**config.mk**
```make
export PLATFORM = sky130hd
export DESIGN_NAME = tt_sel_seq
export DESIGN_NICKNAME = d
export VERILOG_FILES = /design/src/rtl/tt_sel_seq_pkg.sv /design/src/rtl/tt_sel_seq_timer.sv /design/src/rtl/tt_sel_seq.sv
export SDC_FILE = /design/constraint.sdc
export NUM_CORES = 1
export LEC_CHECK = 0
export CAP_MARGIN = 0
export CORE_MARGIN = 2
export CORE_UTILIZATION = 63
export DETAILED_ROUTE_END_ITERATION = 16
export DONT_BUFFER_PORTS = 1
export GPL_ROUTABILITY_DRIVEN = 0
export HOLD_SLACK_MARGIN = 0.1
export PLACE_DENSITY_LB_ADDON = 0.2
export RECOVER_POWER = 50
export SLEW_MARGIN = 20
export SYNTH_ARGS = -nofsm -noshare
export SYNTH_HDL_FRONTEND = slang
export SYNTH_HIERARCHICAL = 1
export SYNTH_SLANG_ARGS = --single-unit
```
**constraint.sdc**
```tcl
create_clock -name clk -period 3.66 [get_ports clk]
set_input_delay 0.915 -clock clk [delete_from_list [all_inputs] [get_ports clk]]
set_output_delay 0.915 -clock clk [all_outputs]
set_load 0.1 [all_outputs]
```
**src/rtl/tt_sel_seq_pkg.sv**
```systemverilog
// tt_sel_seq_pkg
//   Shared definitions for the design-select sequencer: FSM state
//   encodings and the default phase timing constants.
package tt_sel_seq_pkg;

  // Sequencer states. Encodings are fixed so they can be probed/compared
  // from outside the block if ever needed.
  typedef enum logic [2:0] {
    TT_SEL_S_IDLE   = 3'd0,
    TT_SEL_S_RST    = 3'd1,
    TT_SEL_S_REL    = 3'd2,
    TT_SEL_S_GAP    = 3'd3,
    TT_SEL_S_INC_HI = 3'd4,
    TT_SEL_S_INC_LO = 3'd5,
    TT_SEL_S_ENA    = 3'd6
  } tt_sel_state_e;

  // Default cycles per phase (reset low, inc high, inc low, ena gap).
  localparam int TT_SEL_PULSE_W_DEF = 2;
  // Default cycles sel_rst_n is held high before the first increment.
  localparam int TT_SEL_SETTLE_DEF  = 4;

  // Width of a down-counter able to hold any phase length.
  function automatic int tt_sel_timer_width(input int pulse_w, input int settle);
    int m;
    m = (pulse_w > settle) ? pulse_w : settle;
    return (m < 1) ? 1 : $clog2(m + 1);
  endfunction

endpackage

```
**src/rtl/tt_sel_seq_timer.sv**
```systemverilog
// tt_sel_timer
//   Loadable phase timer. Loading a length L makes expire go high on the
//   L-th cycle after the load edge, i.e. on the last cycle of the phase.
// Ports:
//   clk    - system clock
//   rst    - synchronous active-high reset
//   load   - start a new phase on this edge
//   value  - phase length in cycles (must be >= 1)
//   expire - high during the final cycle of the current phase
module tt_sel_timer #(
  parameter int W = 3
) (
  input  logic         clk,
  input  logic         rst,
  input  logic         load,
  input  logic [W-1:0] value,
  output logic         expire
);

  logic [W-1:0] count_reg;

  // The counter holds "cycles remaining after this one", so a phase of
  // length L is loaded as L-1 and expires when the count reaches zero.
  always_ff @(posedge clk) begin
    if (rst) begin
      count_reg <= '0;
    end else if (load) begin
      count_reg <= value - W'(1);
    end else if (count_reg != '0) begin
      count_reg <= count_reg - W'(1);
    end
  end

  assign expire = (count_reg == '0);

endmodule

```
**src/rtl/tt_sel_seq.sv**
```systemverilog
// tt_sel_seq
//   Drives the chip's design-select pads (sel_rst_n, sel_inc, ena) so that a
//   requested design address becomes selected and enabled. Tracks the
//   currently selected address so that re-selecting the same design is
//   immediate and moving to a higher address only issues the missing
//   increment pulses; anything else resets the selection counter first.
// Ports:
//   clk, rst        - clock, synchronous active-high reset
//   req_valid/ready - request handshake (accepted when both high)
//   req_addr        - target design address, sampled at acceptance
//   busy            - sequence in progress (after accept through done)
//   done            - one-cycle pulse when the target is enabled
//   cur_addr/valid  - last successfully selected address
//   ctl_sel_rst_n   - selection counter reset pad (active low)
//   ctl_sel_inc     - selection increment pad (rising edge counts)
//   ctl_ena         - design enable pad
module tt_sel_seq
  import tt_sel_seq_pkg::*;
#(
  parameter int ADDR_W  = 10,
  parameter int PULSE_W = TT_SEL_PULSE_W_DEF,
  parameter int SETTLE  = TT_SEL_SETTLE_DEF
) (
  input  logic              clk,
  input  logic              rst,
  input  logic              req_valid,
  input  logic [ADDR_W-1:0] req_addr,
  output logic              req_ready,
  output logic              busy,
  output logic              done,
  output logic [ADDR_W-1:0] cur_addr,
  output logic              cur_valid,
  output logic              ctl_sel_rst_n,
  output logic              ctl_sel_inc,
  output logic              ctl_ena
);

  localparam int TW = tt_sel_timer_width(PULSE_W, SETTLE);
  localparam logic [TW-1:0] PULSE_V  = TW'(PULSE_W);
  localparam logic [TW-1:0] SETTLE_V = TW'(SETTLE);

  tt_sel_state_e     state_reg, state_next;
  logic [ADDR_W-1:0] tgt_reg, tgt_next;
  logic [ADDR_W-1:0] cnt_reg, cnt_next;   // increment pulses still to issue
  logic              tmr_load;
  logic [TW-1:0]     tmr_value;
  logic              tmr_expire;

  tt_sel_timer #(
    .W (TW)
  ) u_timer (
    .clk    (clk),
    .rst    (rst),
    .load   (tmr_load),
    .value  (tmr_value),
    .expire (tmr_expire)
  );

  // Next-state logic. Every phase change reloads the timer with the length
  // of the phase being entered.
  always_comb begin
    state_next = state_reg;
    tgt_next   = tgt_reg;
    cnt_next   = cnt_reg;
    tmr_load   = 1'b0;
    tmr_value  = PULSE_V;

    unique case (state_reg)
      TT_SEL_S_IDLE: begin
        if (req_valid) begin
          tgt_next  = req_addr;
          tmr_load  = 1'b1;
          tmr_value = PULSE_V;
          if (cur_valid && (req_addr == cur_addr)) begin
            state_next = TT_SEL_S_ENA;
          end else if (cur_valid && (req_addr > cur_addr)) begin
            // Counter only counts up, so a higher target can be reached
            // without resetting it.
            state_next = TT_SEL_S_GAP;
            cnt_next   = req_addr - cur_addr;
          end else begin
            state_next = TT_SEL_S_RST;
            cnt_next   = req_addr;
          end
        end
      end

      TT_SEL_S_RST: begin
        if (tmr_expire) begin
          state_next = TT_SEL_S_REL;
          tmr_load   = 1'b1;
          tmr_value  = SETTLE_V;
        end
      end

      TT_SEL_S_REL, TT_SEL_S_GAP: begin
        if (tmr_expire) begin
          if (cnt_reg == '0) begin
            state_next = TT_SEL_S_ENA;
          end else begin
            state_next = TT_SEL_S_INC_HI;
            tmr_load   = 1'b1;
            tmr_value  = PULSE_V;
          end
        end
      end

      TT_SEL_S_INC_HI: begin
        if (tmr_expire) begin
          state_next = TT_SEL_S_INC_LO;
          tmr_load   = 1'b1;
          tmr_value  = PULSE_V;
        end
      end

      TT_SEL_S_INC_LO: begin
        if (tmr_expire) begin
          cnt_next = cnt_reg - ADDR_W'(1);
          // cnt_reg is never zero here: INC_HI is only entered with work left.
          if (cnt_reg == ADDR_W'(1)) begin
            state_next = TT_SEL_S_ENA;
          end else begin
            state_next = TT_SEL_S_INC_HI;
            tmr_load   = 1'b1;
            tmr_value  = PULSE_V;
          end
        end
      end

      TT_SEL_S_ENA: begin
        state_next = TT_SEL_S_IDLE;
      end

      default: begin
        state_next = TT_SEL_S_IDLE;
      end
    endcase
  end

  // All outputs are registered from the next state, so each pad waveform
  // lines up exactly with the state it belongs to.
  always_ff @(posedge clk) begin
    if (rst) begin
      state_reg     <= TT_SEL_S_IDLE;
      tgt_reg       <= '0;
      cnt_reg       <= '0;
      req_ready     <= 1'b1;
      busy          <= 1'b0;
      done          <= 1'b0;
      cur_addr      <= '0;
      cur_valid     <= 1'b0;
      ctl_sel_rst_n <= 1'b0;
      ctl_sel_inc   <= 1'b0;
      ctl_ena       <= 1'b0;
    end else begin
      state_reg   <= state_next;
      tgt_reg     <= tgt_next;
      cnt_reg     <= cnt_next;
      req_ready   <= (state_next == TT_SEL_S_IDLE);
      busy        <= (state_next != TT_SEL_S_IDLE);
      done        <= (state_next == TT_SEL_S_ENA);
      ctl_sel_inc <= (state_next == TT_SEL_S_INC_HI);

      // sel_rst_n and ena are sticky: they only change on entry to the
      // phases that own them, and hold everywhere else (ena stays high in
      // IDLE after a selection, sel_rst_n stays high after a release).
      unique case (state_next)
        TT_SEL_S_RST: begin
          ctl_sel_rst_n <= 1'b0;
          ctl_ena       <= 1'b0;
        end
        TT_SEL_S_REL: begin
          ctl_sel_rst_n <= 1'b1;
        end
        TT_SEL_S_GAP: begin
          ctl_ena <= 1'b0;
        end
        TT_SEL_S_ENA: begin
          ctl_ena   <= 1'b1;
          cur_addr  <= tgt_next;
          cur_valid <= 1'b1;
        end
        default: begin
        end
      endcase
    end
  end

endmodule
```
## Word-level counts from Yosys, hierarchy flattened

Index checks and enable logic that the tools add are counted.

| word-level totals | value |
|---|---|
| output and inout port bits | 17 |
| flip-flop bits (word level) | 43 |

| cells by class | value |
|---|---|
| $add $sub $neg | 4 |
| muxes and demuxes | 30 |
| magnitude comparators | 1 |
| reductions and logical operators | 16 |
| equal/unequal tests | 15 |

Operators by type and width:

| operator | number |
|---|---|
| two-way mux 10 bit | 6 |
| two-way mux 3 bit | 10 |
| case mux 10 bit (2 select lines) | 1 |
| case mux 3 bit (5 select lines) | 1 |
| == test 3 x 2 -> 1 bit (second input constant) | 4 |
| == test 3 bit (second input constant) | 4 |
| == test 10 x 1 -> 1 bit (second input constant) | 1 |
| == test 10 bit | 1 |
| > comparator 10 bit | 1 |
| zero test 10 bit | 1 |
| subtractor 10 x 1 -> 10 bit (second input constant) | 1 |
| subtractor 10 bit | 1 |
| zero test 3 bit | 3 |
| nonzero test 2 bit | 4 |
| == test 3 x 1 -> 1 bit (second input constant) | 2 |
| two-way mux 1 bit | 6 |
| two-way mux 2 bit | 3 |
| != test 2 bit (second input constant) | 3 |
| nonzero test 3 bit | 2 |
| OR reduction 2 bit | 3 |
| subtractor 3 x 1 -> 3 bit (second input constant) | 2 |
| case mux 1 bit (2 select lines) | 2 |
| case mux 1 bit (4 select lines) | 1 |
| AND reduction 4 bit | 1 |
| logical AND 1 bit | 2 |

## Longest topological paths before layout

| depth | value |
|---|---|
| word-level depth | 9 |
| mapped depth | 11 |

## Modules after synthesis

Netlist, hierarchy kept.

By module, submodules not included:

| module | cells an instance | seq. area each (um^2) | area an instance (um^2) | instances |
|---|---|---|---|---|
| tt_sel_seq | 316 | 800.8 | 2556.2 | 1 |
| tt_sel_timer | 15 | 60.1 | 163.9 | 1 |

## Worst setup path before layout

Ideal clock, no wire load.

| timing | value |
|---|---|
| kind | reg2reg |
| from | register cur_addr[7] |
| to | register cur_addr[1] |
| clock period less this slack | 3.020 ns |
| cell stages (with the launch flop) | 10 |
| arrival time | 2.898 ns |
| path slack | 0.640 ns |
| path through | dfxtp_1 > inv_1 > ha_1 > nand4_2 > or3_4 > o21ai_4 > nor2b_2 > o21ai_2 > buf_6 > mux2_4 |

| between the ends | value |
|---|---|
| word-level cells in the longest chain between the ends | 7 |
| elaborated cells between the ends (all ways) | 9 |
| those cells by class | 1 x order compare; 2 x eq/ne; 4 x mux; 2 x reduce/logical |

RTL lines:

| element | line | text |
|---|---|---|
| from (decl) | tt_sel_seq.sv:31 | `output logic [ADDR_W-1:0] cur_addr,` |
| from (signal assigned) | tt_sel_seq.sv:180 | `cur_addr <= tgt_next;` |
| > comparator 10 bit | tt_sel_seq.sv:76 | `end else if (cur_valid && (req_addr > cur_addr)) begin` |
| logical AND 1 bit | tt_sel_seq.sv:76 |  |
| two-way mux 2 bit | tt_sel_seq.sv:76 |  |
| two-way mux 3 bit * | tt_sel_seq.sv:74 | `if (cur_valid && (req_addr == cur_addr)) begin` |
| two-way mux 3 bit * | tt_sel_seq.sv:70 | `if (req_valid) begin` |
| case mux 3 bit (5 select lines) * | tt_sel_seq.sv:68 | `unique case (state_reg)` |
| == test 3 bit * | tt_sel_seq.sv:167 | `unique case (state_next)` |

Every way passes the cells marked *; elsewhere a longest branch is shown, timed or not.
A chain may end at the register's enable or synchronous reset.

## Final worst setup path

| timing | value |
|---|---|
| from | input req_addr[7] |
| to | register cur_addr[2] |

| between the ends | value |
|---|---|
| word-level cells in the longest chain between the ends | 7 |
| elaborated cells between the ends (all ways) | 9 |
| those cells by class | 1 x order compare; 2 x eq/ne; 4 x mux; 2 x reduce/logical |

RTL lines:

| element | line | text |
|---|---|---|
| from (decl) | tt_sel_seq.sv:27 | `input logic [ADDR_W-1:0] req_addr,` |
| > comparator 10 bit | tt_sel_seq.sv:76 |  |
| logical AND 1 bit | tt_sel_seq.sv:76 |  |
| two-way mux 2 bit | tt_sel_seq.sv:76 |  |
| two-way mux 3 bit * | tt_sel_seq.sv:74 |  |
| two-way mux 3 bit * | tt_sel_seq.sv:70 |  |
| case mux 3 bit (5 select lines) * | tt_sel_seq.sv:68 |  |
| == test 3 bit * | tt_sel_seq.sv:167 |  |

Marked as above.

==> results.py <==
metrics = {
    "run_status": {
        "outcome": "finished clean",
    },
    "die": {
        "io-pin-count": 30,
        "die_x_um": 69.7,
        "core-area_mm2": 0.00409,
        "dieArea_mm2": 0.00486,
        "rows": 23,
        "die_y_um": 69.7,
        "start_util": 0.666,
    },
    "cells_and_area": {
        "antenna_cells": 0,
        "fin_util": 0.707,
        "syn2layout_area_growth_pct": 6.26,
        "stdcell_count": 389,
        "drive_above_1_share": 0.0944,
        "num-nets-final": 365,
    },
    "grt": {
        "grt_pass1_wl_um": 10300,
        "antenna_found_initial": 0,
        "grt_overflow": 0,
        "grt_max_degree": 39,
        "grt_usage": 0.266,
        "first_global_vias": 2296,
    },
    "yosys": {
        "synthesis.instances": 331,
        "yosys_warnings": 6,
        "synth_seq_cells": 43,
        "synth.avg_cell_area_um2": 8.22,
        "netlist_area_mm2": 0.00272,
        "synth-main-ff-cell": "dfxtp_1",
        "synth-edff-count": 0,
        "async_flop_share": 0,
        "seq_area_frac_synth": 0.316,
        "synth_nets": 358,
        "synth.distinct_cells": 64,
        "synth.most_common_cell": "dfxtp_1",
        "ys_top_cells_by_count": "43 x dfxtp_1, 39 x nand2_1, 31 x nor2_1",
        "yosysTopAreaCell": "dfxtp_1",
        "yosys.area.top_type_share": 0.316,
        "synthTopCellsByArea": "dfxtp_1 32%, ha_1 6.0%, nand2_1 5.4%",
    },
    "worst_hold_path": {
        "min_to": "tgt_reg[4]",
        "hp-start": "tgt_reg[4]",
        "hold_path.class": "reg -> reg",
        "min_delay_path_depth": 2,
    },
    "power": {
        "worst_ir_drop_vdd_mv": 0.426,
        "leakagePower_nw": 1.11,
        "p_per_area_mw_per_mm2": 806,
    },
    "clock_network": {
        "numCtsBuffers": 5,
        "post-cts-setup-buffer-count": 0,
        "insertion_delay_ps": 310,
        "clock-sinks": 43,
        "cts_hold_buf": 0,
        "clk_pin_slew_ps": 80,
        "cts.repair.resized": 0,
        "cts.htree.levels": 2,
        "cts_tree": "yes",
        "clockRootBuffer": "clkbuf_8",
        "clock_path_buffers": 2,
    },
    "drt": {
        "drtAntennaViolNets": 0,
        "wl_per_cell_um": 15.8,
        "drt_iter0_drc": 166,
        "drc": 0,
        "dr.pass1.iters": 4,
        "wl_um": 6140,
        "viasPerCell": 6.06,
        "via_count": 2359,
    },
    "sta": {
        "finalHoldViolCount": 0,
        "fmaxAchievable_mhz": 319,
        "drv_slew": 0,
        "finalSetupViolations": 0,
        "fin_skew_ps": 9.18,
        "finalSetupTns_ps": 0,
        "tightest_slew_ps": 1280,
        "min_period_ps": 3140,
        "maxSlewHeadroom": 0.147,
        "rsz0062_at_grt": "no",
        "finalCritPeriodShare": 0.857,
    },
    "run": {
        "maxCapViolations": 0,
    },
    "critical_path": {
        "r2r-start": "cur_valid",
        "worstSetupPathType": "in -> reg",
        "crit_arrival_ps": 3330,
        "crit_required_ps": 3860,
        "reg2reg_depth": 6,
        "r2r_end": "cur_addr[2]",
        "crit_fanout": 12,
        "ff2ff_setup_slack_ps": 600,
        "end_kind": "flop",
        "startpoint_type": "input pin",
    },
    "placement": {
        "io_buffers": 0,
        "dp.cells": 381,
        "dp_hpwl_um": 4550,
    },
}
[cells in the final DEF, fill, tap and decap left out, types with 2 or more instances in the layout]
master	instances
o21ai_1	2
and2_1	2
nor3_1	12
mux2_2	4
or3_1	5
o211ai_1	2
a31oi_1	3
dfxtp_1	43
nand3_1	3
a211oi_1	5
nor2b_1	5
nand3b_1	2
bufinv_16	2
mux2i_1	8
o21a_1	4
a21o_1	3
nor4_1	4
mux2_4	8
o31ai_1	3
ha_1	13
a22o_1	2
inv_1	18
clkbuf_8	5
and3_1	2
nor2_1	31
o22ai_1	4
nand2_1	39
a21oi_1	29
buf_4	3
o21ai_0	16
clkbuf_1	13
nand4_1	4
xnor2_1	6
nand2b_1	6
[layout make-up]
class                      count  area [um^2]
clock buffer                   6         72.6
clock inverter                 2         60.1
fill                         353         1200
inverter                      18         67.6
multi-input combinational    255         1700
sequential                    43          861
tap                           50         62.6
timing repair buffer          15         67.6
[per-stage QoR]
step	total power (W)	hold WS [ps]	area [um^2]	setup slack, ps
final	0.00233	460	2890	524
after global routing	0.00249	480	2890	386
after CTS	0.00236	461	2960	782
after detailed placement	0.00192	449	2830	472
after global placement	0.00188	437	2830	484
after floorplan	0.00170	437	2720	640
[kinds of logic after synthesis]
logic type | Yosys count | synth area share
AO/OA/AOI/OAI | 88 | 0.215
XOR/XNOR | 7 | 0.0225
adder cells (fa/ha/maj) | 14 | 0.0672
buffers and inverters | 33 | 0.0506
flip-flops | 43 | 0.316
multiplexers | 20 | 0.0902
other | 1 | 0.00138
AND/OR/NAND/NOR | 125 | 0.236
[where the power goes]
group          internal, W  switching, W  leakage, nW  total (W)
Clock             0.000273      0.000172       0.0654   0.000445
Sequential        0.000586      0.000254        0.352   0.000841
Combinational     0.000400      0.000646        0.687    0.00105
Total              0.00126       0.00107         1.11    0.00233
[critical path: stages]
cell and delay (ps):
ha_1 360, nand4_1 190, or3_1 440, o21ai_0 510, nor2b_2 270, o21ai_2 260
mux2_4 380
[worst max path at each step]
| stage | from | endpoint | cells past startpoint |
|---|---|---|---|
| 2_1_floorplan | cur_addr[7] | cur_addr[1] | 9 |
| 3_3_place_gp | req_addr[0] | cnt_reg[3] | 9 |
| 3_5_place_dp | req_addr[0] | cnt_reg[3] | 9 |
| 4_1_cts | req_addr[0] | cnt_reg[3] | 9 |
| 5_1_grt | req_addr[9] | cur_addr[4] | 7 |
| 6_report | req_addr[7] | cur_addr[2] | 7 |
[routing by layer]
metal | global-route usage | share of wire | wire (um)
met1 | 0.325 | 0.43 | 2650
met2 | 0.456 | 0.49 | 3030
met3 | 0.0581 | 0.059 | 364
met4 | 0.105 | 0.016 | 101
met5 | 0 | 0 | 0
Power figures use the tool's default switching activity.
